`src/rtl/div_operand_queue.sv`:
```
// Operand FIFO, settle timer and registered result slot in front of a combinational array divider.
// Optional statistics counters are enabled with `define DIVQ_STATS_EN.
module div_operand_queue #(
    parameter int N      = 4,
    parameter int DEPTH  = 4,
    parameter int SETTLE = 1
) (
    input  logic         clk,
    input  logic         rst,
    input  logic         in_valid,
    output logic         in_ready,
    input  logic [N-1:0] in_d,
    input  logic [N-1:0] in_m,
    output logic [N-1:0] div_d,
    output logic [N-1:0] div_m,
    input  logic [N-1:0] div_q,
    input  logic [N-1:0] div_r,
    output logic         out_valid,
    input  logic         out_ready,
    output logic [N-1:0] out_q,
    output logic [N-1:0] out_r,
`ifdef DIVQ_STATS_EN
    output logic [15:0]  stat_ops,
    output logic [15:0]  stat_dz,
`endif
    output logic         out_dz
);

    localparam int AW = (DEPTH > 1) ? $clog2(DEPTH) : 1;
    localparam int CW = (SETTLE > 1) ? $clog2(SETTLE) : 1;
    localparam logic [CW-1:0] CNT_MAX = CW'(SETTLE - 1);
    localparam logic [AW:0]   FULL_CNT = (AW + 1)'(DEPTH);

    typedef enum logic [1:0] {
        ST_EMPTY,
        ST_SETTLING,
        ST_READY
    } state_t;

    logic [N-1:0]  mem_d [DEPTH];
    logic [N-1:0]  mem_m [DEPTH];
    logic [AW-1:0] wr_ptr, rd_ptr;
    logic [AW:0]   count, count_next;
    logic [CW-1:0] cnt, cnt_next;
    state_t        state, state_next;

    logic head_valid, full, push, pop, slot_free, capture, res_dz;
    logic [N-1:0] res_q, res_r;

    assign head_valid = (count != '0);
    assign full       = (count == FULL_CNT);
    assign in_ready   = !full && !rst;
    assign push       = in_valid && in_ready;
    assign slot_free  = !out_valid || out_ready;
    assign capture    = (state == ST_READY) && slot_free;
    assign pop        = capture;

    assign div_d = head_valid ? mem_d[rd_ptr] : '0;
    assign div_m = head_valid ? mem_m[rd_ptr] : '0;

    // Divide-by-zero ignores the divider and returns all-ones / dividend.
    assign res_dz = (div_m == '0);
    assign res_q  = res_dz ? '1 : div_q;
    assign res_r  = res_dz ? div_d : div_r;

    // NOTE: every variable gets a default at the top of always_comb so no path leaves it unassigned (no latch).
    always_comb begin
        count_next = count;
        cnt_next   = cnt;
        state_next = state;

        unique case ({push, pop})
            2'b10:   count_next = count + 1'b1;
            2'b01:   count_next = count - 1'b1;
            default: count_next = count;
        endcase

        // A fresh head (after a pop, or a push into an empty queue) restarts the settle time.
        if (pop || !head_valid)
            cnt_next = '0;
        else if (cnt != CNT_MAX)
            cnt_next = cnt + 1'b1;

        if (count_next == '0)
            state_next = ST_EMPTY;
        else if (cnt_next == CNT_MAX)
            state_next = ST_READY;
        else
            state_next = ST_SETTLING;
    end

    // NOTE: sequential state uses non-blocking assignments so all registers update from pre-edge values.
    always_ff @(posedge clk) begin
        if (rst) begin
            wr_ptr <= '0;
            rd_ptr <= '0;
            count  <= '0;
            cnt    <= '0;
            state  <= ST_EMPTY;
        end else begin
            if (push) wr_ptr <= wr_ptr + 1'b1;
            if (pop)  rd_ptr <= rd_ptr + 1'b1;
            count <= count_next;
            cnt   <= cnt_next;
            state <= state_next;
        end
    end

    // NOTE: FIFO storage is not reset; entries are only visible through count, which is.
    always_ff @(posedge clk) begin
        if (push) begin
            mem_d[wr_ptr] <= in_d;
            mem_m[wr_ptr] <= in_m;
        end
    end

    always_ff @(posedge clk) begin
        if (rst) begin
            out_valid <= 1'b0;
            out_q     <= '0;
            out_r     <= '0;
            out_dz    <= 1'b0;
        end else if (capture) begin
            out_valid <= 1'b1;
            out_q     <= res_q;
            out_r     <= res_r;
            out_dz    <= res_dz;
        end else if (out_ready) begin
            out_valid <= 1'b0;
        end
    end

`ifdef DIVQ_STATS_EN
    always_ff @(posedge clk) begin
        if (rst) begin
            stat_ops <= '0;
            stat_dz  <= '0;
        end else if (capture) begin
            stat_ops <= stat_ops + 16'd1;
            if (res_dz) stat_dz <= stat_dz + 16'd1;
        end
    end
`endif

endmodule

```
`config.mk`:
```
export PLATFORM = sky130hd
export DESIGN_NAME = div_operand_queue
export DESIGN_NICKNAME = d
export VERILOG_FILES = /design/src/rtl/div_operand_queue.sv
export SDC_FILE = /design/constraint.sdc
export NUM_CORES = 1
export LEC_CHECK = 0
export BUFFER_PORTS_ARGS = -buffer_cell sky130_fd_sc_hd__buf_4
export CAP_MARGIN = 10
export CORE_MARGIN = 10
export CORE_UTILIZATION = 58
export CTS_CLUSTER_SIZE = 30
export DETAILED_ROUTE_END_ITERATION = 8
export PLACE_DENSITY_LB_ADDON = 0.12
export SYNTH_ARGS = -nofsm -noshare
export SYNTH_HDL_FRONTEND = slang
export SYNTH_SLANG_ARGS = --single-unit
```
`constraint.sdc`:
```
create_clock -name clk -period 3.79 [get_ports clk]
set_input_delay 0.5685 -clock clk [delete_from_list [all_inputs] [get_ports clk]]
set_output_delay 0.5685 -clock clk [all_outputs]
set_load 0.03 [all_outputs]
```
After elaboration in Yosys (flattened, before gate mapping)

Memory sizes are Yosys's and may differ from the RTL's. A register that Yosys moved wholly into a read port is not among the register bits.
Cells that the tools add are included.

RAM bits: 32
Output and inout port bits: 19
Input bits: 20
Flip-flop bits (word level): 20
Memories kept: 2

Memory list:

| memory | depth | bits a word | read ports | clocked after memory_dff | wr ports | line | RTL |
|---|---|---|---|---|---|---|---|
| mem_d  | 4     | 4           | 1          | 1                        | 1        | 40   | `logic [N-1:0] mem_d [DEPTH];` |
| mem_m  | 4     | 4           | 1          | 1                        | 1        | 41   | `logic [N-1:0] mem_m [DEPTH];` |

$add $sub $neg: 5
Multiplexer cells: 16
Equality and inequality tests: 4
Reductions and logical operators: 14

Operator list:

| kind                                                                   | number |
|---|---|
| 4-bit 2-to-1 mux                                                       | 4 |
| 2-bit 2-to-1 mux                                                       | 5 |
| 1-bit 2-to-1 mux                                                       | 6 |
| 3-bit case mux with 2 select lines                                     | 1 |
| 2-bit by 1-bit adder with 2-bit output (second input constant)         | 2 |
| 2-bit equality test (second input constant)                            | 2 |
| 1-bit zero test                                                        | 4 |
| 4-bit zero test                                                        | 1 |
| 3-bit by 1-bit adder with 3-bit output (second input constant)         | 1 |
| 3-bit equality test (second input constant)                            | 1 |
| 1-bit logical AND                                                      | 3 |
| 3-bit zero test                                                        | 1 |
| 3-bit nonzero test                                                     | 1 |
| 3-bit by 1-bit subtractor with 3-bit output (second input constant)    | 1 |
| 2-bit by 1-bit equality test with 1-bit output (second input constant) | 1 |
| 1-bit logical OR                                                       | 2 |
| 2-bit nonzero test                                                     | 1 |
| 2-bit OR reduction                                                     | 1 |
| 1-bit adder (second input constant)                                    | 1 |

Longest topological paths before layout

Gate-level depths: netlist of run 1.

Depth after elaboration: 8
Depth in mapped cells: 11

Worst setup path after synthesis of run 1

Ideal clock, no wire load.

Path kind: input -> register
From: input rst
To: register state[1]
Path slack: 1.127 ns
Arrival time: 2.592 ns
Stages: 9
Setup time: 0.071 ns
Cells stage by stage: a21oi_1 > and2_1 > inv_1 > ha_1 > inv_1 > fa_1 > nor2b_1 > a22o_1 > a21oi_1

Longest elaborated chain between the ends: 7
Elaborated cells on any way between the ends: 8
Those cells by class: 2 x eq/ne; 1 x mux; 5 x reduce/logical

Ends and longest elaborated chain:

| what                                                                                         | line | RTL |
|---|---|---|
| start, declared                                                                              | 9    | `input logic rst,` |
| 1-bit zero test                                                                              | 52   | `assign in_ready = !full && !rst;` |
| 1-bit logical AND                                                                            | 52   |  |
| 1-bit logical AND                                                                            | 53   | `assign push = in_valid && in_ready;` |
| 2-bit by 1-bit equality test with 1-bit output / 2-bit equality test (equally long branches) | 72   | `unique case ({push, pop})` |
| 3-bit case mux with 2 select lines                                                           | 72   |  |
| 3-bit zero test                                                                              | 84   | `if (count_next == '0)` |
| 2-bit OR reduction (no source line) *                                                        | --   |  |
| end signal, assigned                                                                         | 105  | `state <= state_next;` |
| end, declared                                                                                | 45   | `state_t state, state_next;` |

Every way passes the cells marked *; elsewhere a longest branch is shown, timed or not.
A chain may end at the register's enable or synchronous reset.

==> metrics, run 1 <==
status=finished clean; first-pass GRT wire length=6.38 mm; area occupied by multi-input gates=around 710 sq um; Die H=81.0 um; Post-CTS Setup Bufs=0; PnR worst setup slack=1.26 ns; CP Cell Sequence=mux4_1 -> and2_1 -> buf_4; WP data required=3.22 ns; FF+latch area=1360 sq um; detailed placement HPWL=between 2 and 3 mm; I/O pin cnt=39; CTS root buf=clkbuf_8; max cap viols=0; total track usage=about 13%; post-CTS resize count=0; Initial Utilization=around three fifths; Sink Count=52; P&R area growth vs syn=17.9%; initial DRC count=74; Syn Std Cell Area=2160 sq um; #FFs+latches synth=52; core footprint=3630 sq um; post-route clock skew=0.00687 ns; Total Wirelength=between 3 and 4 mm; Worst setup SP type=flop; CP Buf/Inv Count=1; worst stage delay on the critical path=slightly below 0.7 ns; Fill cells=272; cts bufs inserted=5; fin crit period=2.53 ns; Worst Hold Class=flop to flop; number of flops mapped to enable cells by yosys=32; number of remaining DRC errors=0; PortBufs=38; number of vias per cell=5.22; Crit-path slowest cell=mux4_1; DR vias=1,269; pre-CTS setup slack=approximately 1.2 ns; Crit Path Class=flop to primary output; cell family with most CP delay=multiplexers; P per Cell Area=~740 nW/um^2; worst vdd ir=404 uV; post-route ant nets=0; CTS tree=built; sequential-to-total area share from yosys stat=roughly 63%; crit end category=primary output; f_max=396 MHz; Total Power=between 1.5 and 2 mW; initial antenna violation count=0; Slew Viols, Final=0; crit path max fanout=8; layout cells sized above 1=27.7%; Distinct cells, synth=31; clock edge transition at the registers on the reported setup and hold paths=0.08 ns; drt pass-1 iters=4; top cells by instance count after synthesis=edfxtp_1 (32), nor2_1 (24), dfxtp_1 (20); total grt overflow=0; Final period util=approximately two thirds; Data arrival, critical path=1.96 ns; total negative slack=0 ns; Slew Limit Headroom=67.6%; diode count=0; num rows=22; Post-CTS Hold Fix Bufs=0; Yosys top cell area share=approximately 45%; Synth Flop Type=edfxtp_1; final hold violations=0; Max Root-Sink Buffers=2; largest net degree at the start of global routing=21; Design Area, Final=2540 sq um; Mean Syn Cell Area=13.9 sq um; # setup viols final=0; largest area contributor in the netlist=edfxtp_1; Die Area=6560 sq um; Placement Cell Area=2460 sq um; wire per inst=about 16 um; syn nets=about 180; Yosys warnings=0; CTS H-Tree Depth=2; # nets final=between 200 and 250; Worst-Margin Slew=0.486 ns; unrepaired setup endpoints after global routing=no; leak pwr=about 0.99 nW; Async S/R FF share, synth=0%; top cells by area, synth=edfxtp_1 (45%), dfxtp_1 (19%), mux4_1 (6.1%); Synth Instances=155; Die Wd=81.0 um; vias in the first global route=around 1.4k; most common cell in the netlist=edfxtp_1; Worst-Skew Late Latency=roughly 0.30 ns; GP Congestion=0.730
-- registers in the layout, indices dropped and copies added (netlist names), named ones only --
register,count
out_r,4
rd_ptr,2
out_valid,1
wr_ptr,2
count,3
state,1
out_q,4
mem_m,16
out_dz,1
mem_d,16
-- cells by family (layout without fill, tap and decap cells) --
group / after synthesis / in the layout / synth area share (%)
DFF: 52 / 52 / 63.1
muxes: 9 / 9 / 9.92
buffers and inverters: 15 / 55 / 3.71
adders and majority gates: 6 / 6 / 3.83
and+or+nand+nor: 54 / 54 / 12.8
xor gates and xnor gates: 6 / 6 / 2.44
AOI/OAI and AO/OA: 13 / 13 / 4.12
-- stage by stage --
stage / hold WS, ns / util, % / std cells
after floorplan: 0.421 / - / 155
after global placement: 0.424 / 67.7 / 235
after detailed placement: 0.439 / 67.7 / 235
after CTS: 0.451 / 69.9 / 243
after global routing: 0.451 / 69.9 / 243
final: 0.445 / 69.9 / 243
-- report_power, final --
group          total [mW]  internal [mW]  switching (mW)
Sequential          0.774          0.697          0.0770
Combinational       0.819          0.338           0.481
Clock               0.287          0.125           0.162
Total                1.88           1.16           0.720
-- worst register-to-register path: stages (launching register included) --
cell     delay (ns)
dfxtp_1        0.40
nor2_1         0.08
a21oi_1        0.31
and2_1         0.28
inv_1          0.06
ha_1           0.22
inv_1          0.07
fa_1           0.40
nor2b_1        0.15
a22o_1         0.18
a21oi_1        0.13
-- metal layers --
metal  wire length [um]  vias up  GRT usage [%]
met5                  0        -              0
met2               1960       31           20.6
li1                   -      627              -
met1               1650      604           14.5
met3                281        7           4.53
met4                 61        0           6.23
-- layout by cell type (no fill, tap or decap), types with 3 or more instances in the layout --
cell,count
xnor2_1,3
ha_1,5
and3_1,4
buf_4,39
mux4_1,5
clkbuf_8,5
dfxtp_1,20
nand2_1,5
and2_1,9
mux4_2,3
nor3_1,5
a211oi_1,4
nor2_1,24
inv_1,8
edfxtp_1,32
xor2_1,3
a21oi_1,6
-- layout make-up --
cell class	count	share of cell area [%]
inverters	8	1.18
clock inverters	3	0.542
multi-input cells	88	28.1
clock buffers	5	2.71
repair buffers	39	11.5
well taps	48	2.36
flip-flops and latches	52	53.6
-- worst paths after layout --
kind / startpoint / end / slack (ns) / cells after the start
max: flop / div_m[3] / 1.26 / 3
min: state[1] / out_valid / 0.44 / 2
max reg2reg: count[0] / state[1] / 1.44 / 10
min reg2reg: state[1] / out_valid / 0.44 / 2
No activity file was read; power rests on OpenSTA's default activity.
==> run 2: changes to the inputs <==
Settings changed: CORE_UTILIZATION 58 to 54.
Clock period 3.79 ns to 2.5 ns, I/O delays scaled along.
==> metrics, run 2 (synthesized netlist as in run 1, its figures left out) <==
GP Congestion=0.797 (was 0.730); CTS tree=built (unchanged); initial DRC count=79 (was 74); first-pass GRT wire length=6.53 mm (was 6.38 mm); commonest cells after routing, fill and taps aside=buf_4 (41), edfxtp_1 (32), nor2_1 (24) (was buf_4 (39), edfxtp_1 (32), nor2_1 (24)); switching power total=1.11 mW (was 0.720 mW); Layout Utilization=68.7% (was 69.9%); Worst Hold Class=input port to flop (was flop to flop); Clock power frac=18.8% (was 15.3%); # setup viols final=0 (unchanged); clock edge transition at the registers on the reported setup and hold paths=0.09 ns (was 0.08 ns); Initial Utilization=57.2% (was 59.3%); P&R area growth vs syn=20.3% (was 17.9%); Post-CTS Hold Fix Bufs=0 (unchanged); layout cells sized above 1=29.4% (was 27.7%); fin crit period=2.33 ns; f_max=429 MHz; worst vdd ir=656 uV (was 404 uV); P per Cell Area=1160 nW/um^2 (was 740 nW/um^2); crit end category=flop (was primary output); total track usage=11.2% (was 12.6%); unrepaired setup endpoints after global routing=no (unchanged); initial antenna violation count=0 (unchanged); Sw Ratio=36.9% (was 38.3%); wire per inst=15.7 um (was 16.3 um); core footprint=3770 sq um (was 3630 sq um); Max Root-Sink Buffers=2 (unchanged); combinational share of power=43.1% (was 43.5%); final hold violations=0 (unchanged); Final period util=93.3%; detailed placement HPWL=2.95 mm (was 2.94 mm); Total Power=3.01 mW (was 1.88 mW); CTS H-Tree Depth=2 (unchanged); vias in the first global route=1,340 (was 1,371); Regs by FF count=mem_d (16), mem_m (16) (unchanged); num rows=22 (unchanged); Die Wd=83.2 um (was 81.0 um); diode count=0 (unchanged); I/O pin cnt=39 (unchanged); post-route ant nets=0 (unchanged); Pint=1.90 mW (was 1.16 mW); Data arrival, critical path=2.57 ns (was 1.96 ns); cts bufs inserted=5 (unchanged); Worst-Skew Late Latency=0.29 ns (was 0.30 ns); leak pwr=1.01 nW (was 0.991 nW); DR vias=1,270 (was 1,269); Total Wirelength=3.84 mm (was 3.95 mm); # nets final=222 (was 220); post-CTS resize count=0 (unchanged); post-route clock skew=0.00759 ns (was 0.00687 ns); Worst-Margin Slew=0.496 ns (was 0.486 ns); Die H=83.2 um (was 81.0 um); WP data required=2.73 ns (was 3.22 ns); Post-CTS Setup Bufs=0 (unchanged); Worst setup SP type=flop (unchanged); Crit Path Class=flop to flop (was flop to primary output); Slew Viols, Final=0 (unchanged); total grt overflow=0 (unchanged); Sequential Power Share=38.1% (was 41.2%); number of vias per cell=5.18 (was 5.22); Die Area=6920 sq um (was 6560 sq um); Slew Limit Headroom=66.7% (was 67.6%); total negative slack=0 ns (unchanged); number of remaining DRC errors=0 (unchanged); crit path max fanout=6 (was 8); Sink Count=52 (unchanged); most common cell after layout, fill and taps aside=buf_4 (unchanged); Cell Count, Final, Fillers Out=245 (was 243); Design Area, Final=2590 sq um (was 2540 sq um); PortBufs=38 (unchanged); status=finished clean (unchanged); dpl cells=237 (was 235); Placement Cell Area=2480 sq um (was 2460 sq um); largest net degree at the start of global routing=21 (unchanged); Fill cells=271 (was 272); drt pass-1 iters=4 (unchanged); CTS root buf=clkbuf_8 (unchanged); max cap viols=0 (unchanged)
[run 2: power groups by stage]
stage	clock [mW]	sequential [mW]	combinational (mW)
after floorplan	0	1.26	0.849
after global placement	0	1.16	1.28
after detailed placement	0	1.17	1.31
after global routing	0.619	1.17	1.41
final	0.565	1.15	1.30
after CTS	0.577	1.15	1.32
[run 2: metrics by stage]
step	hold slack, ns	setup slack, ns
global route	0.253	0.00268
floorplan	0.421	0.0822
CTS	0.266	0.175
detailed placement	0.437	0.133
finish	0.271	0.167
global placement	0.426	0.289
[run 2: final timing paths]
path | from | end | slack, ns | cells after the start
worst max register to register | count[0] | state[1] | 0.17 | 10
worst min-delay path | in_m[3] | mem_m[2][3] | 0.27 | 1
worst max-delay path | count[0] | state[1] | 0.17 | 10
worst min register to register | state[1] | out_valid | 0.44 | 2
[run 2: cell type report]
type | count | area, sq um | area share (%)
Tap cell | 48 | 60.1 | 2.32
Clock buffer | 5 | 68.8 | 2.65
Inverter | 8 | 30.0 | 1.16
Multi-Input combinational cell | 88 | 718 | 27.7
Timing Repair Buffer | 41 | 308 | 11.9
Clock inverter | 3 | 46.3 | 1.79
Sequential cell | 52 | 1360 | 52.5
[run 2: critical path, stage by stage (launching register included)]
cell     delay (ns)
dfxtp_1        0.41
nor2_1         0.09
a21oi_2        0.27
and2_1         0.25
inv_1          0.06
ha_1           0.22
inv_1          0.08
fa_1           0.41
nor2b_1        0.16
a22o_1         0.19
a21oi_1        0.13
[run 2: layer usage]
layer  wire length (um)  share of wire, %  track usage, %  up-vias
met4                  0                 0            2.31        0
met3                198               5.2            3.22        0
met2               1970                51            19.0       36
met5                  0                 0               0        -
met1               1680                44            13.7      602
li1                   -                 -               -      632
